==> src/rtl/spi_slave_if.sv <==
// Serial-side and parallel-side signals of the AES SPI responder.
// The initiator/bench holds the master modport; spi_slave holds the slave modport.
interface spi_slave_if #(
  parameter int unsigned datasize = 128
);
  logic                sclk;
  logic                cs;
  logic                mosi;
  logic                miso;
  logic [datasize-1:0] tx_data;
  logic [datasize-1:0] rx_data;
  logic                rx_valid;
  logic                busy;
  logic                frame_err;

  modport master (
    output sclk, cs, mosi, tx_data,
    input  miso, rx_data, rx_valid, busy, frame_err
  );

  modport slave (
    input  sclk, cs, mosi, tx_data,
    output miso, rx_data, rx_valid, busy, frame_err
  );
endinterface

==> src/rtl/spi_slave.sv <==
// SPI mode-0 responder, MSB first: oversamples SCLK/CS/MOSI on clk, receives one
// datasize-bit block per CS-low frame and returns tx_data on MISO in the same frame.
module spi_slave #(
  parameter int unsigned datasize = 128
) (
  input logic       clk,
  input logic       rst,
  spi_slave_if.slave bus
);
  localparam int unsigned CW = $clog2(datasize + 1);

  typedef enum logic [1:0] {IDLE, SHIFT, DONE} state_t;
  state_t state, state_d;

  logic sclk_s1, sclk_s2, sclk_s3;
  logic cs_s1, cs_s2, cs_s3;
  logic mosi_s1, mosi_s2;
  logic [2:0] warm;

  logic sclk_rise, sclk_fall, cs_fall, cs_rise, last_rise;

  logic [CW-1:0]       cnt, cnt_d;
  logic [datasize-2:0] rx_sh, rx_sh_d;
  logic [datasize-2:0] tx_sh, tx_sh_d;
  logic                miso_q, miso_d;
  logic [datasize-1:0] rx_data_q, rx_data_d;
  logic                rx_valid_q, rx_valid_d;
  logic                frame_err_q, frame_err_d;

  always_ff @(posedge clk or negedge rst) begin
    if (!rst) begin
      sclk_s1 <= 1'b0; sclk_s2 <= 1'b0; sclk_s3 <= 1'b0;
      cs_s1   <= 1'b1; cs_s2   <= 1'b1; cs_s3   <= 1'b1;
      mosi_s1 <= 1'b0; mosi_s2 <= 1'b0;
      warm    <= '0;
    end else begin
      sclk_s1 <= bus.sclk; sclk_s2 <= sclk_s1; sclk_s3 <= sclk_s2;
      cs_s1   <= bus.cs;   cs_s2   <= cs_s1;   cs_s3   <= cs_s2;
      mosi_s1 <= bus.mosi; mosi_s2 <= mosi_s1;
      warm    <= {warm[1:0], 1'b1};
    end
  end

  // cs_s3 holds a reset value, not a real sample, until warm[2]; this stops a
  // CS already low at reset release from looking like a fresh frame start.
  assign sclk_rise = sclk_s2 & ~sclk_s3;
  assign sclk_fall = ~sclk_s2 & sclk_s3;
  assign cs_fall   = ~cs_s2 & cs_s3 & warm[2];
  assign cs_rise   = cs_s2 & ~cs_s3;
  assign last_rise = sclk_rise && (cnt == CW'(datasize - 1));

  always_ff @(posedge clk or negedge rst) begin
    if (!rst) state <= IDLE;
    else      state <= state_d;
  end

  always_comb begin
    state_d     = state;
    cnt_d       = cnt;
    rx_sh_d     = rx_sh;
    tx_sh_d     = tx_sh;
    miso_d      = miso_q;
    rx_data_d   = rx_data_q;
    rx_valid_d  = 1'b0;
    frame_err_d = 1'b0;
    case (state)
      IDLE: begin
        miso_d = 1'b0;
        if (cs_fall) begin
          tx_sh_d = bus.tx_data[datasize-2:0];
          miso_d  = bus.tx_data[datasize-1];
          cnt_d   = '0;
          state_d = SHIFT;
        end
      end
      SHIFT: begin
        // The final capture outranks a coincident cs_rise; cs_s2 then tells
        // whether CS is already released so DONE can be skipped.
        if (last_rise) begin
          cnt_d      = cnt + CW'(1);
          rx_data_d  = {rx_sh, mosi_s2};
          rx_valid_d = 1'b1;
          miso_d     = 1'b0;
          state_d    = cs_s2 ? IDLE : DONE;
        end else if (cs_rise) begin
          frame_err_d = 1'b1;
          miso_d      = 1'b0;
          state_d     = IDLE;
        end else if (sclk_rise) begin
          rx_sh_d    = rx_sh << 1;
          rx_sh_d[0] = mosi_s2;
          cnt_d      = cnt + CW'(1);
        end else if (sclk_fall) begin
          miso_d  = tx_sh[datasize-2];
          tx_sh_d = tx_sh << 1;
        end
      end
      DONE: begin
        miso_d = 1'b0;
        if (cs_rise) state_d = IDLE;
      end
      default: begin
        miso_d  = 1'b0;
        state_d = IDLE;
      end
    endcase
  end

  always_ff @(posedge clk or negedge rst) begin
    if (!rst) begin
      cnt         <= '0;
      rx_sh       <= '0;
      tx_sh       <= '0;
      miso_q      <= 1'b0;
      rx_data_q   <= '0;
      rx_valid_q  <= 1'b0;
      frame_err_q <= 1'b0;
    end else begin
      cnt         <= cnt_d;
      rx_sh       <= rx_sh_d;
      tx_sh       <= tx_sh_d;
      miso_q      <= miso_d;
      rx_data_q   <= rx_data_d;
      rx_valid_q  <= rx_valid_d;
      frame_err_q <= frame_err_d;
    end
  end

  assign bus.miso      = miso_q;
  assign bus.rx_data   = rx_data_q;
  assign bus.rx_valid  = rx_valid_q;
  assign bus.frame_err = frame_err_q;
  assign bus.busy      = (state == SHIFT);
endmodule
==> src/flat_wrapper.sv <==
// flat-port wrapper written by rule: the top's interface ports become plain ports
module spi_slave_flat 
#(
  parameter int unsigned datasize = 128
)
  (clk, rst, bus_sclk, bus_cs, bus_mosi, bus_tx_data, bus_miso, bus_rx_data, bus_rx_valid, bus_busy, bus_frame_err);
  spi_slave_if #(.datasize(datasize)) bus_i ();
  input logic clk;
  input logic rst;
  input wire logic [$bits(bus_i.sclk)-1:0] bus_sclk;
  input wire logic [$bits(bus_i.cs)-1:0] bus_cs;
  input wire logic [$bits(bus_i.mosi)-1:0] bus_mosi;
  input wire logic [$bits(bus_i.tx_data)-1:0] bus_tx_data;
  output wire logic [$bits(bus_i.miso)-1:0] bus_miso;
  output wire logic [$bits(bus_i.rx_data)-1:0] bus_rx_data;
  output wire logic [$bits(bus_i.rx_valid)-1:0] bus_rx_valid;
  output wire logic [$bits(bus_i.busy)-1:0] bus_busy;
  output wire logic [$bits(bus_i.frame_err)-1:0] bus_frame_err;
  assign bus_i.sclk = bus_sclk;
  assign bus_i.cs = bus_cs;
  assign bus_i.mosi = bus_mosi;
  assign bus_i.tx_data = bus_tx_data;
  assign bus_miso = bus_i.miso;
  assign bus_rx_data = bus_i.rx_data;
  assign bus_rx_valid = bus_i.rx_valid;
  assign bus_busy = bus_i.busy;
  assign bus_frame_err = bus_i.frame_err;
  spi_slave #(.datasize(datasize)) u_core (.clk(clk), .rst(rst), .bus(bus_i));
endmodule
==> config.mk <==
export PLATFORM = sky130hd
export DESIGN_NAME = spi_slave_flat
export DESIGN_NICKNAME = d
export VERILOG_FILES = /design/src/rtl/spi_slave_if.sv /design/src/rtl/spi_slave.sv /design/src/flat_wrapper.sv
export SDC_FILE = /design/constraint.sdc
export NUM_CORES = 1
export LEC_CHECK = 0
export ABC_AREA = 1
export CORE_MARGIN = 10
export CORE_UTILIZATION = 55
export CTS_BUF_LIST = sky130_fd_sc_hd__clkbuf_16
export DETAILED_ROUTE_END_ITERATION = 12
export GPL_ROUTABILITY_DRIVEN = 1
export PLACE_DENSITY = 0.78
export SLEW_MARGIN = 20
export SYNTH_ARGS = -nofsm -noshare
export SYNTH_HDL_FRONTEND = slang
export SYNTH_SLANG_ARGS = --single-unit
==> constraint.sdc <==
create_clock -name clk -period 3.8 [get_ports clk]
set_clock_uncertainty 0.2 [all_clocks]
set_input_delay 0.95 -clock clk [delete_from_list [all_inputs] [get_ports clk]]
set_output_delay 0.95 -clock clk [all_outputs]
set_load 0.02 [all_outputs]
==> results.sh <==
export IMPL_status="finished, final reports clean"
export IMPL_crit_buf_inv=2
export IMPL_critical_path_max_fanout=5
export IMPL_die_h_um=197
export IMPL_cts_hold_buffers=0
export IMPL_maxCapViolCount=0
export IMPL_postCtsSetupRepairBufs=0
export IMPL_period_minus_slack_ns=2.98
export IMPL_die_w_um=197
export IMPL_clock_latency_ns=0.54
export IMPL_clk_pin_slew_worst_paths_ns=0.06
export IMPL_hpwlAfterDp_um=26100
export IMPL_hold_viol_final=0
export IMPL_critical_path_max_stage_delay_ns=0.71
export IMPL_drc=0
export IMPL_row_count=64
export IMPL_rsz0062_at_grt="false"
export IMPL_clockBufferDepth=3
export IMPL_routabilityCongestion=0.781
export IMPL_synth_edf_count=0
export IMPL_setup_slack_ns=0.820
export IMPL_cpMaxStageDelayCell="clkdlybuf4s50_1"
export IMPL_avgSynthCellArea_sq_um=8.48
export IMPL_final_nets=2356
export IMPL_portBuffers=264
export IMPL_final_cell_mix="nand2_1, dfrtp_1, o21ai_0"
export IMPL_antenna_found_initial=1
export IMPL_yosysTopAreaCellShare_pct=58.4
export IMPL_yosysTopAreaCell="dfrtp_1"
export IMPL_synth_main_ff_cell="dfrtp_1"
export IMPL_cts_resized=0
export IMPL_worst_slew_pin_slew_ns=0.928
export IMPL_fin_setup_tns_ns=0
export IMPL_synthArstFlopShare_pct=100
export IMPL_via_count=13800
export IMPL_drt_pass1_iter_count=5
export IMPL_dp_worst_setup_slack_ns=1.13
export IMPL_io_pins=265
export IMPL_yosysWarnings=0
export IMPL_ys_ff_latch=406
export IMPL_ant_nets=0
export IMPL_finalPower_mw=11.7
export IMPL_cts_htree_levels=2
export IMPL_synth_seq_area_share_pct=58.9
export IMPL_track_usage_pct=21.1
export IMPL_worstPathArrival_ns=1.83
export IMPL_setup_viol=0
export IMPL_syn_num_nets=2170
export IMPL_core_sq_um=30700
export IMPL_syn2layout_area_growth_pct=22.7
export IMPL_first_global_vias=13300
export IMPL_numCtsBuffers=42
export IMPL_crit_family="buffers and inverters"
export IMPL_worstPathCellList="inv_2, nor2_2, clkdlybuf4s50_1"
export IMPL_synth_area_top_cells="dfrtp_1, nand2_1, o21ai_0"
export IMPL_cts_sinks=406
export IMPL_drive_above_1_share_pct=3.82
export IMPL_cts_root_buf="clkbuf_16"
export IMPL_slew_violations=0
export IMPL_layout_commonest_cell="nand2_1"
export IMPL_whs_ns=0.148
export IMPL_grt_overflow=0
export IMPL_start_util_pct=56.1
export IMPL_irDropWorstVdd_v=0.000341
export IMPL_crit_path_end_kind="output pin"
export IMPL_finalWirelength_um=41900
export IMPL_wl_per_cell_um=15.8
export IMPL_cp_required_ns=2.65
export IMPL_pwr_density_cell_nw_per_um2=551
export IMPL_p_leak_nw=11.1
export IMPL_grt_pass1_wl_um=68600
export IMPL_syn_area_sq_um=17300
export IMPL_synth_distinct_cells=27
export IMPL_synth_cells=2036
export IMPL_drt_iter0_drc=1066
export IMPL_grt_max_degree=255
export IMPL_hp_class="flop to flop"
export IMPL_fin_crit_sh_pct=78.4
export IMPL_fmaxAchievable_mhz=336
export IMPL_relSlewSlack_pct=38.1
export IMPL_criticalPathCategory="flop to output pin"
export IMPL_die_area_sq_um=38900
export IMPL_routed_via_density=5.22
export IMPL_cts_tree="yes"
export IMPL_worst_setup_path_start_kind="flop"
[synthesized netlist by cell type (3+ instances only)]
library cell / number
a21oi_1: 131
buf_1: 10
buf_2: 34
buf_4: 12
buf_6: 22
clkbuf_1: 62
dfrtp_1: 403
dfstp_2: 3
inv_1: 136
nand2_1: 669
nand3_1: 11
nor2_1: 134
o21ai_0: 266
o21ai_1: 127
[through the flow]
step / area (sq um) / util (%) / cells
after floorplan: 17300 / - / 2036
after global placement: 19900 / 64.8 / 2574
after detailed placement: 19900 / 64.8 / 2574
after CTS: 21200 / 68.9 / 2648
after global routing: 21200 / 68.9 / 2648
final: 21200 / 68.9 / 2649
[area by class of cell]
| cell class | instances | area [sq um] |
|---|---|---|
| tap | 396 | 495 |
| fill | 2384 | 9570 |
| clock buffer | 42 | 1050 |
| clock inverter | 32 | 205 |
| antenna | 1 | 2.50 |
| timing repair buffer | 283 | 2900 |
| sequential | 406 | 10200 |
| inverter | 138 | 531 |
| multi-input combinational | 1351 | 5830 |
[logic make-up after synthesis]
family,after synthesis,synth area share [%]
AOI/OAI and AO/OA,528,15.4
and+or+nand+nor,821,18.1
adders and majority gates,1,0.0725
other,1,0.0217
DFF,406,58.9
buffers and inverters,279,7.55
[flip-flops by register name, indices dropped and copies added (netlist names), 2 cells and up]
signal / flops
u_core.bus.rx_data: 128
u_core.rx_sh: 127
u_core.tx_sh: 127
u_core.cnt: 8
u_core.warm: 3
u_core.state: 2
[metal layers]
| metal | global-route usage, % | vias to the layer above | routed length (um) | share of wire (%) |
|---|---|---|---|---|
| li1 | - | 6833 | - | - |
| met1 | 30.3 | 6570 | 19200 | 46 |
| met2 | 32.0 | 385 | 18800 | 45 |
| met3 | 5.03 | 49 | 3100 | 7.4 |
| met4 | 4.59 | 0 | 685 | 1.6 |
| met5 | 0 | - | 0 | 0 |
[worst register-to-register path: cells and delay by family, from the launching register on]
family                   cells  cell delay [ns]
AND/OR/NAND/NOR              4             0.62
AO/OA/AOI/OAI                1             0.18
flip-flops                   1             0.40
adder cells (fa/ha/maj)      1             0.23
buffers and inverters        2             1.00
[final timing paths]
path / cells past startpoint / start / end / slack [ns]
min in group asynchronous: 1 / rst / u_core.tx_sh[98] / 0.17
max in group asynchronous: 2 / rst / u_core.bus.rx_data[117] / 2.31
setup / recovery: 3 / u_core.state[0] / bus_busy / 0.82
hold reg to reg: 0 / u_core.warm[0] / u_core.warm[1] / 0.15
hold / removal: 0 / u_core.warm[0] / u_core.warm[1] / 0.15
setup reg to reg: 8 / u_core.cnt[0] / u_core.bus.rx_data[94] / 1.11
[where the power goes]
part | switching, mW | internal [mW]
registers | 0.220 | 5.04
clock network | 1.65 | 2.14
logic | 1.75 | 0.872
Note: power is estimated with default switching activity, not from simulation.
